### src/rtl/uart_pkg.sv
// Shared UART definitions: FSM state encoding, default line settings and the
// oversampling divider calculation used by both the receive and transmit sides.
package uart_pkg;

  typedef enum logic [1:0] {
    StIdle,
    StStart,
    StData,
    StStop
  } rx_state_e;

  localparam int unsigned DefaultClkFreq = 100_000_000;
  localparam int unsigned DefaultBaud    = 9600;
  localparam int unsigned DefaultOvs     = 16;

  // Rounded clocks-per-tick; never returns 0 so the divider always advances.
  function automatic int unsigned calc_div(input int unsigned clk_freq,
                                           input int unsigned baud,
                                           input int unsigned ovs);
    int unsigned den;
    int unsigned div;
    den = baud * ovs;
    if (den == 0) begin
      return 1;
    end
    div = (clk_freq + den / 2) / den;
    return (div == 0) ? 1 : div;
  endfunction

  // Counter width able to hold 0..n-1, at least one bit.
  function automatic int unsigned cnt_width(input int unsigned n);
    return (n > 1) ? $clog2(n) : 1;
  endfunction

endpackage

### src/rtl/baud_tick.sv
// Free-running divider emitting a one-clock tick every Div clocks. A restart
// realigns the phase so the first tick lands exactly Div clocks later.
module baud_tick
  import uart_pkg::*;
#(
  parameter int unsigned Div = 651
) (
  input  logic clk,
  input  logic reset,
  input  logic restart,
  output logic tick
);

  localparam int unsigned CntW = cnt_width(Div);
  localparam logic [CntW-1:0] CntMax = CntW'(Div - 1);

  logic [CntW-1:0] cnt_q;

  // Count 0..Div-1, wrapping; restart forces phase back to 0.
  always_ff @(posedge clk) begin
    if (reset || restart) begin
      cnt_q <= '0;
    end else if (cnt_q == CntMax) begin
      cnt_q <= '0;
    end else begin
      cnt_q <= cnt_q + 1'b1;
    end
  end

  // Decoded from the counter register; only consumed internally by the FSM.
  assign tick = (cnt_q == CntMax);

endmodule

### src/rtl/uart_rx_core.sv
// 16x oversampling UART receiver with start/stop validation, a valid/ready
// holding register, receive and framing-error strobes and a sticky overrun flag.
module uart_rx_core
  import uart_pkg::*;
#(
  parameter int unsigned CLK_FREQ = DefaultClkFreq,
  parameter int unsigned BAUD     = DefaultBaud,
  parameter int unsigned OVS      = DefaultOvs
) (
  input  logic       clk,
  input  logic       reset,
  input  logic       rx,
  output logic [7:0] data_out,
  output logic       valid,
  input  logic       ready,
  output logic       received,
  output logic       frame_err,
  output logic       overrun,
  output logic       busy
);

  localparam int unsigned Div   = calc_div(CLK_FREQ, BAUD, OVS);
  localparam int unsigned TickW = cnt_width(OVS);
  // Start bit is checked at its middle; data and stop bits one full bit later.
  localparam logic [TickW-1:0] MidTick  = TickW'(OVS / 2 - 1);
  localparam logic [TickW-1:0] LastTick = TickW'(OVS - 1);

  logic             rx_meta;
  logic             rxs;
  logic             rxs_q;
  logic [1:0]       prime_q;
  logic             fall;
  logic             restart;
  logic             tick;

  rx_state_e        state_q;
  logic [TickW-1:0] tick_cnt_q;
  logic [2:0]       bit_cnt_q;
  logic [7:0]       shift_q;

  // Two-flop synchronizer plus one history flop for edge detection.
  // prime_q holds off edge detection until the chain carries real line samples
  // after reset, so a line that is still low at release is not seen as a start.
  always_ff @(posedge clk) begin
    if (reset) begin
      rx_meta <= 1'b1;
      rxs     <= 1'b1;
      rxs_q   <= 1'b1;
      prime_q <= 2'd0;
    end else begin
      rx_meta <= rx;
      rxs     <= rx_meta;
      rxs_q   <= rxs;
      if (prime_q != 2'd3) begin
        prime_q <= prime_q + 2'd1;
      end
    end
  end

  // High-to-low transition on the synchronized line.
  assign fall    = (prime_q == 2'd3) && rxs_q && !rxs;
  assign restart = (state_q == StIdle) && fall;

  baud_tick #(
    .Div(Div)
  ) u_baud_tick (
    .clk    (clk),
    .reset  (reset),
    .restart(restart),
    .tick   (tick)
  );

  // Frame FSM with all outputs registered alongside the state.
  always_ff @(posedge clk) begin
    if (reset) begin
      state_q    <= StIdle;
      tick_cnt_q <= '0;
      bit_cnt_q  <= '0;
      shift_q    <= '0;
      data_out   <= '0;
      valid      <= 1'b0;
      received   <= 1'b0;
      frame_err  <= 1'b0;
      overrun    <= 1'b0;
      busy       <= 1'b0;
    end else begin
      received  <= 1'b0;
      frame_err <= 1'b0;
      // Consume first; a load later in this block overrides it.
      if (valid && ready) begin
        valid <= 1'b0;
      end

      case (state_q)
        StIdle: begin
          if (fall) begin
            state_q    <= StStart;
            tick_cnt_q <= '0;
            bit_cnt_q  <= '0;
            busy       <= 1'b1;
          end
        end

        StStart: begin
          if (tick) begin
            if (tick_cnt_q == MidTick) begin
              tick_cnt_q <= '0;
              if (rxs) begin
                // Line back high at mid start bit: treat as a glitch.
                state_q <= StIdle;
                busy    <= 1'b0;
              end else begin
                state_q <= StData;
              end
            end else begin
              tick_cnt_q <= tick_cnt_q + 1'b1;
            end
          end
        end

        StData: begin
          if (tick) begin
            if (tick_cnt_q == LastTick) begin
              tick_cnt_q <= '0;
              // LSB arrives first, so shift in from the top.
              shift_q    <= {rxs, shift_q[7:1]};
              bit_cnt_q  <= bit_cnt_q + 3'd1;
              if (bit_cnt_q == 3'd7) begin
                state_q <= StStop;
              end
            end else begin
              tick_cnt_q <= tick_cnt_q + 1'b1;
            end
          end
        end

        StStop: begin
          if (tick) begin
            if (tick_cnt_q == LastTick) begin
              // Leave at mid stop bit so the next start edge is caught early.
              tick_cnt_q <= '0;
              state_q    <= StIdle;
              busy       <= 1'b0;
              if (rxs) begin
                data_out <= shift_q;
                received <= 1'b1;
                valid    <= 1'b1;
                if (valid && !ready) begin
                  overrun <= 1'b1;
                end
              end else begin
                frame_err <= 1'b1;
              end
            end else begin
              tick_cnt_q <= tick_cnt_q + 1'b1;
            end
          end
        end

        default: begin
          state_q <= StIdle;
          busy    <= 1'b0;
        end
      endcase
    end
  end

endmodule

### config.mk
export PLATFORM = sky130hd
export DESIGN_NAME = uart_rx_core
export DESIGN_NICKNAME = d
export VERILOG_FILES = /design/src/rtl/uart_pkg.sv /design/src/rtl/baud_tick.sv /design/src/rtl/uart_rx_core.sv
export SDC_FILE = /design/constraint.sdc
export NUM_CORES = 1
export LEC_CHECK = 0
export CORE_MARGIN = 1.5
export CORE_UTILIZATION = 50
export DETAILED_ROUTE_END_ITERATION = 12
export HOLD_SLACK_MARGIN = 0.06
export PLACE_DENSITY = 0.76
export SLEW_MARGIN = 20
export SYNTH_ARGS = -nofsm -noshare
export SYNTH_HDL_FRONTEND = slang
export SYNTH_SLANG_ARGS = --single-unit
export TNS_END_PERCENT = 100
### constraint.sdc
create_clock -name clk -period 2.1 [get_ports clk]
set_input_delay 0.525 -clock clk [delete_from_list [all_inputs] [get_ports clk]]
set_output_delay 0.525 -clock clk [all_outputs]
set_load 0.01 [all_outputs]
### After elaboration in Yosys (flattened, before gate mapping)

Cells that the tools add are included.

| storage, ports and cells | value |
|---|---|
| output and inout port bits | 13 |
| logic and storage cells | 96 |
| bits of input ports | 4 |
| flip-flop bits (word level) | 45 |

| operators by class | value |
|---|---|
| bitwise operators | 3 |
| eq/ne operators | 19 |
| reduce and logical (&&, ||, !) cells | 21 |
| mux-type cells | 34 |
| add/sub/neg operators | 4 |

Operators by type and width:

| operator | number |
|---|---|
| $mux W4 | 5 |
| $ne A2 B2 Y1 const B | 10 |
| $mux W2 | 9 |
| $mux W1 | 13 |
| $pmux W4 S3 | 1 |
| $add A10 B1 Y10 const B | 1 |
| $eq A10 B10 Y1 const B | 1 |
| $mux W3 | 3 |
| $pmux W2 S4 | 1 |
| $reduce_and A4 Y1 | 2 |
| $reduce_and A8 Y1 | 1 |
| $reduce_and A7 Y1 | 1 |
| $eq A2 B2 Y1 const B | 3 |
| $pmux W3 S2 | 1 |
| $reduce_and A3 Y1 | 2 |
| $logic_and A1 B1 Y1 | 5 |
| $reduce_and A5 Y1 | 1 |
| $add A4 B1 Y4 const B | 1 |
| $eq A4 B3 Y1 const B | 1 |
| $eq A4 B4 Y1 const B | 1 |
| $reduce_or A2 Y1 | 2 |
| $reduce_or A4 Y1 | 1 |
| $add A3 B1 Y3 const B | 1 |
| $eq A3 B3 Y1 const B | 1 |
| other kinds (10) | 13 |

### Longest topological paths before layout

Gate-level depths: netlist (run 1).

| depth | value |
|---|---|
| word-level depth | 6 |
| gate-level depth with buffers | 7 |
| mapped depth without buffers | 6 |

### Hierarchy

Synthesis (run 1) repeated with hierarchy kept, for this count alone.

| second synthesis, totals | value |
|---|---|
| cells, all modules | 197 |
| area, all modules | 1886.8 µm² |

Modules (own cells, without submodules):

| module | cells each | area an instance (µm²) | seq. area each (µm²) | instances |
|---|---|---|---|---|
| uart_rx_core | 146 | 1423.9 | 700.7 | 1 |
| baud_tick | 51 | 462.9 | 200.2 | 1 |

### Worst setup path before layout (run 1)

Ideal clock, no wire load.

| path | value |
|---|---|
| path type | reg2reg |
| from | register state_q[0] |
| to | register tick_cnt_q[0] |
| path buffers | 0 |
| path slack | 0.223 ns |
| stages on the path, launching flop included | 7 |
| arrival | 1.807 ns |
| data required time | 2.030 ns |
| path through | dfxtp_1 > inv_1 > ha_1 > or3_1 > o31a_1 > or4_1 > a21oi_1 |

| between the ends | value |
|---|---|
| cells in the longest elaborated chain, start to end | 4 |
| elaborated cells on any way between the ends | 10 |

Ends and longest elaborated chain:

| item | line | RTL |
|---|---|---|
| start, declared | uart_rx_core.sv:36 | `rx_state_e state_q;` |
| start signal, assigned | uart_rx_core.sv:76 | `state_q <= StIdle;` |
| start signal, assigned | uart_rx_core.sv:97 | `state_q <= StStart;` |
| start signal, assigned | uart_rx_core.sv:110 | `state_q <= StIdle;` |
| $eq A2 B2 Y1 | uart_rx_core.sv:94 | `case (state_q)` |
| $reduce_or A2 Y1 (no line) | -- |  |
| $ne A2 B1 Y1 (no line) | -- |  |
| $reduce_and A3 Y1 (no line) | -- |  |
| end signal, assigned | uart_rx_core.sv:116 | `tick_cnt_q <= tick_cnt_q + 1'b1;` |
| end signal, assigned | uart_rx_core.sv:132 | `tick_cnt_q <= tick_cnt_q + 1'b1;` |
| end signal, assigned | uart_rx_core.sv:155 | `tick_cnt_q <= tick_cnt_q + 1'b1;` |
| end, declared | uart_rx_core.sv:37 | `logic [TickW-1:0] tick_cnt_q;` |

Parallel ways exist; a longest one is shown, timed or not.
A chain may end at the register's enable or synchronous reset.

==> impl_metrics.json, run 1 <==
{
  "status": "completed",
  "final_nets": 263,
  "clock_skew_ns": 0.01457,
  "start_kind": "flip-flop",
  "ys_types": 44,
  "die_w_um": 68.46,
  "drt_iter0_markers": 137,
  "p_int_mw": 1.418,
  "wirelength_mm": 3.871,
  "pwr-share-seq": 0.474,
  "vias_per_cell": 5.357,
  "ant_nets": 0,
  "period_share": 0.9637,
  "grt_max_degree": 51,
  "crit_fanout": 6,
  "nFillCells": 325,
  "rsz0062_at_grt": "no",
  "cts_sinks": 45,
  "ys_async_sr_fraction": 0,
  "vias": 1607,
  "p_per_area_nw_per_um2": 759.7,
  "ys_seq_area_frac": 0.4206,
  "overflow": 0,
  "hold_class": "flip-flop to flip-flop",
  "fp.coreArea_um2": 4058,
  "hold_violations": 0,
  "drc": 0,
  "grt_pass1_vias": 1383,
  "hold_path_startpoint": "rx_meta$_SDFF_PP1_",
  "synth-seq-cells": 45,
  "post_cts_buffers": 0,
  "ios": 17,
  "htreeDepth": 2,
  "clk_pin_slew_ns": 0.09,
  "path_cells": "inv_1, ha_1, or3_1, o31a_1, or4_1, a21oi_1",
  "stdcell_count": 300,
  "p_clk_frac": 0.356,
  "gp_congestion": 0.8860,
  "maxSlewViolCount": 0,
  "syn_area_um2": 2142,
  "clockRootBuffer": "clkbuf_8",
  "drive_above_1_share": 0.09600,
  "syn_inst": 228,
  "required_ns": 2.34,
  "antennaDiodeCount": 0,
  "crit_path_end_kind": "flip-flop",
  "synth.net_count": 242,
  "holdBufCountCts": 0,
  "rows": 23,
  "maxCapViolCount": 0,
  "p_sw_mw": 0.5106,
  "setup_violations": 0,
  "io_buffers": 16,
  "fp.dieH_um": 68.46,
  "die-area_um2": 4686,
  "cp_num_buf_inv": 1,
  "layout_commonest_cell": "dfxtp_1",
  "cpMaxStageDelayCell": "or4_1",
  "max_stage_delay_ns": 0.48,
  "path_delay_family": "simple AND/OR/NAND/NOR gates",
  "dp_cells": 292,
  "grt.total_usage": 0.1784,
  "clk-insertion-delay-late_ns": 0.30,
  "cts_buffers": 5,
  "first_pass_iters": 4,
  "leakage_nw": 0.9120,
  "start_util": 0.5279,
  "antenna_found_initial": 0,
  "p_sw_frac": 0.2648,
  "wl_per_cell_um": 12.90,
  "crit_type": "flip-flop to flip-flop",
  "avgSynthCellArea_um2": 9.395,
  "p_total_mw": 1.929,
  "grt_pass1_wl_mm": 6.258,
  "clockBufferDepth": 2,
  "fmax_mhz": 494.1,
  "fin_util": 0.6257,
  "tightest_slew_ns": 0.3657,
  "slew_headroom": 0.7499,
  "ir_worst_vdd_v": 0.0004821,
  "worstPathArrival_ns": 2.26,
  "min_period_ns": 2.024,
  "final_cell_mix": "dfxtp_1, nand2b_1, nor2_1, mux2i_1, clkdlybuf4s50_1",
  "cts-resized-gates": 1,
  "combPwrFrac": 0.171,
  "dpl.hpwl_mm": 2.610,
  "synth_ff_type": "dfxtp_1",
  "area_growth_pct": 18.52,
  "cts_tree": "yes",
  "synth_edf_count": 0,
  "yosys_warnings": 0
}
## sequential cells by signal (all words and copies together), names as in the netlist, 2 cells and up, named ones only
| name | count |
|---|---|
| u_baud_tick.cnt_q | 10 |
| data_out | 8 |
| shift_q | 8 |
| tick_cnt_q | 4 |
| bit_cnt_q | 3 |
| prime_q | 2 |
## path summary, 6_finish.rpt
kind	to	slack, ns	cells after the start
max	tick_cnt_q[0]$_SDFFE_PP0P_	0.08	6
min	rxs$_SDFF_PP1_	0.42	1
max reg2reg	tick_cnt_q[0]$_SDFFE_PP0P_	0.08	6
min reg2reg	rxs$_SDFF_PP1_	0.42	1
## cell usage after synthesis (5+ instances only)
cell,n,area (um2)
clkbuf_1,7,26.28
dfxtp_1,45,900.9
ha_1,10,125.1
inv_1,5,18.77
mux2i_1,19,190.2
nand2_1,7,26.28
nand2b_1,28,175.2
nand3_1,9,45.04
nor2_1,26,97.59
nor3_1,5,25.02
xnor2_1,6,52.55
## cell type report
type	instances	area, um2	area share
repair buffers	25	252.7	0.09956
well taps	50	62.56	0.02464
clock buffers	6	82.58	0.03253
flip-flops and latches	45	902.1	0.3553
clock inverters	2	37.54	0.01479
multi-input cells	167	1182	0.4657
inverters	5	18.77	0.007393
## power by group through the flow
| stage | sequential [mW] | combinational, mW | clock, mW |
|---|---|---|---|
| CTS | 0.912 | 0.319 | 0.702 |
| finish | 0.913 | 0.329 | 0.686 |
| global route | 0.918 | 0.358 | 0.739 |
| detailed placement | 0.931 | 0.310 | 0 |
| global placement | 0.928 | 0.308 | 0 |
| floorplan | 0.928 | 0.216 | 0 |
## routing by layer
layer  GRT usage  up-vias  part of all wire
li1            -      841                 -
met1      0.2472      733              0.51
met2      0.2656       29              0.44
met3     0.03947        4             0.040
met4     0.07500        0             0.013
met5           0        -                 0
## per-stage QoR
stage	hold WS (ns)	TNS, ns	area (um2)	setup WS, ns
finish	0.4165	0	2539	0.07628
global route	0.4193	0	2539	0.003167
CTS	0.4134	0	2532	0.08086
detailed placement	0.3961	-0.02204	2406	-0.01136
global placement	0.3953	0	2406	0.07992
floorplan	0.3895	0	2142	0.2232
## cell families (layout without fill, tap and decap cells)
group                      count (synthesis)  after routing  synth area share
DFF                                       45             45            0.4206
muxes                                     19             19           0.08878
AOI/OAI and AO/OA                         24             24           0.08236
and+or+nand+nor                          105            105            0.2804
xor gates and xnor gates                   9              9           0.03680
adders and majority gates                 10             10           0.05841
buffers and inverters                     16             38           0.03271
No activity file was read; power rests on OpenSTA's default activity.
==> inputs of run 2 (changes only) <==
Settings changed: ABC_CLOCK_PERIOD_IN_PS from default to 2100.
==> results of run 2 <==
Same layout as run 1: the final DEF is identical, and so are final timing and power.
==> inputs of run 3 (changes only) <==
Settings changed: DONT_BUFFER_PORTS from default to 1, PLACE_DENSITY 0.76 to 0.71.
==> run 3 against run 2 <==
Against the previous run: fmax up 3.0%; cell count down 6.0%; design area down 7.6%; highest routed layer unchanged; power down 7.7%; critical endpoint unchanged; sequential share of layout area up 2.9 points; sequential cell count unchanged; combinational power down 13%.
==> impl_metrics.json, run 3 (synthesis results as in run 1) <==
{
  "status": "completed",
  "path_cells": "inv_1, ha_1, or3_1, o31a_1, or4_1, a21oi_1",
  "die_w_um": 68.46,
  "start_util": 0.5279,
  "crit_fanout": 5,
  "drive_above_1_share": 0.09914,
  "crit_type": "flip-flop to flip-flop",
  "io_buffers": 0,
  "setup_violations": 0,
  "grt_pass1_vias": 1476,
  "drt_iter0_markers": 90,
  "ios": 17,
  "slew_headroom": 0.5733,
  "r2r_start": "state_q[0]$_SDFFE_PP0P_",
  "area_growth_pct": 9.463,
  "start_kind": "flip-flop",
  "final_nets": 245,
  "first_pass_iters": 4,
  "rsz0062_at_grt": "no",
  "overflow": 0,
  "startpoint": "state_q[0]$_SDFFE_PP0P_",
  "setup_slack_ns": 0.1353,
  "p_total_mw": 1.780,
  "htreeDepth": 2,
  "leakage_nw": 0.8333,
  "vias": 1579,
  "setup-tns-final_ns": 0,
  "crit_path_end_kind": "flip-flop",
  "maxSlewViolCount": 0,
  "grt.total_usage": 0.1863,
  "cts_buffers": 5,
  "wl_per_cell_um": 13.27,
  "min_period_ns": 1.965,
  "ant_nets": 0,
  "cp_num_buf_inv": 1,
  "worstPathArrival_ns": 2.20,
  "clockBufferDepth": 2,
  "cts_tree": "yes",
  "stdcell_count": 282,
  "dpl.hpwl_mm": 2.618,
  "hold_path_startpoint": "reset",
  "cpMaxStageDelayCell": "or4_1",
  "hold_ws_ns": 0.2884,
  "maxCapViolCount": 0,
  "reg_top3": "u_baud_tick.cnt_q (10), data_out (8), shift_q (8)",
  "clockRootBuffer": "clkbuf_8",
  "vias_per_cell": 5.599,
  "layout_commonest_cell": "dfxtp_1",
  "holdBufCountCts": 0,
  "final_cell_mix": "dfxtp_1, nand2b_1, nor2_1, mux2i_1",
  "rows": 23,
  "clock_skew_ns": 0.008656,
  "largest_reg_flops": 10,
  "dp_cells": 274,
  "fp.dieH_um": 68.46,
  "wirelength_mm": 3.742,
  "max_stage_delay_ns": 0.48,
  "grt_pass1_wl_mm": 6.603,
  "clk_pin_slew_ns": 0.08,
  "antenna_found_initial": 0,
  "fp.coreArea_um2": 4058,
  "ir_worst_vdd_v": 0.0005031,
  "required_ns": 2.33,
  "p_per_area_nw_per_um2": 759.0,
  "pre_cts_slack_ns": 0.05674,
  "largest-register": "u_baud_tick.cnt_q",
  "antennaDiodeCount": 0,
  "period_share": 0.9356,
  "fmax_mhz": 509.0,
  "die-area_um2": 4686,
  "path_delay_family": "simple AND/OR/NAND/NOR gates",
  "drc": 0,
  "hold_class": "primary input to flip-flop",
  "grt_max_degree": 51,
  "hold_violations": 0,
  "clk-insertion-delay-late_ns": 0.30,
  "tightest_slew_ns": 0.6239,
  "gp_congestion": 0.8701,
  "post_cts_buffers": 0,
  "cts_sinks": 45
}
==> run 3: area by class of cell <==
| type | instances | area [um2] |
|---|---|---|
| flip-flops and latches | 45 | 902.1 |
| clock inverters | 2 | 16.27 |
| well taps | 50 | 62.56 |
| repair buffers | 7 | 77.57 |
| clock buffers | 6 | 82.58 |
| fillers | 357 | 1713 |
| multi-input cells | 167 | 1185 |
| inverters | 5 | 18.77 |
==> run 3: final timing paths <==
check	cells after the start	slack [ns]	to
setup reg to reg	6	0.14	tick_cnt_q[0]$_SDFFE_PP0P_
hold reg to reg	1	0.42	rxs$_SDFF_PP1_
hold / removal	1	0.29	tick_cnt_q[0]$_SDFFE_PP0P_
setup / recovery	6	0.14	tick_cnt_q[0]$_SDFFE_PP0P_
==> run 3: power by group <==
part	switching [mW]	total, mW	internal, mW
clock network	0.306	0.577	0.271
registers	0.0308	0.917	0.886
logic	0.158	0.286	0.127
total	0.496	1.78	1.28
==> run 3: per-layer routing <==
metal / track usage / part of all wire / wire length [um]
met4: 0.06000 / 0.012 / 46
met5: 0 / 0 / 0
met3: 0.03947 / 0.038 / 142
met2: 0.2897 / 0.45 / 1668
met1: 0.2556 / 0.50 / 1886
==> run 3: stage by stage <==
step,utilization,instance area (um2)
floorplan,-,2142
global placement,0.5498,2231
detailed placement,0.5498,2231
CTS,0.5742,2330
global route,0.5779,2345
finish,0.5779,2345
==> run 3: timing repair <==
item,in CTS,in global routing
endpoints found under the setup margin,0,3
endpoints found under the hold margin,0,0
resized for setup,0,4
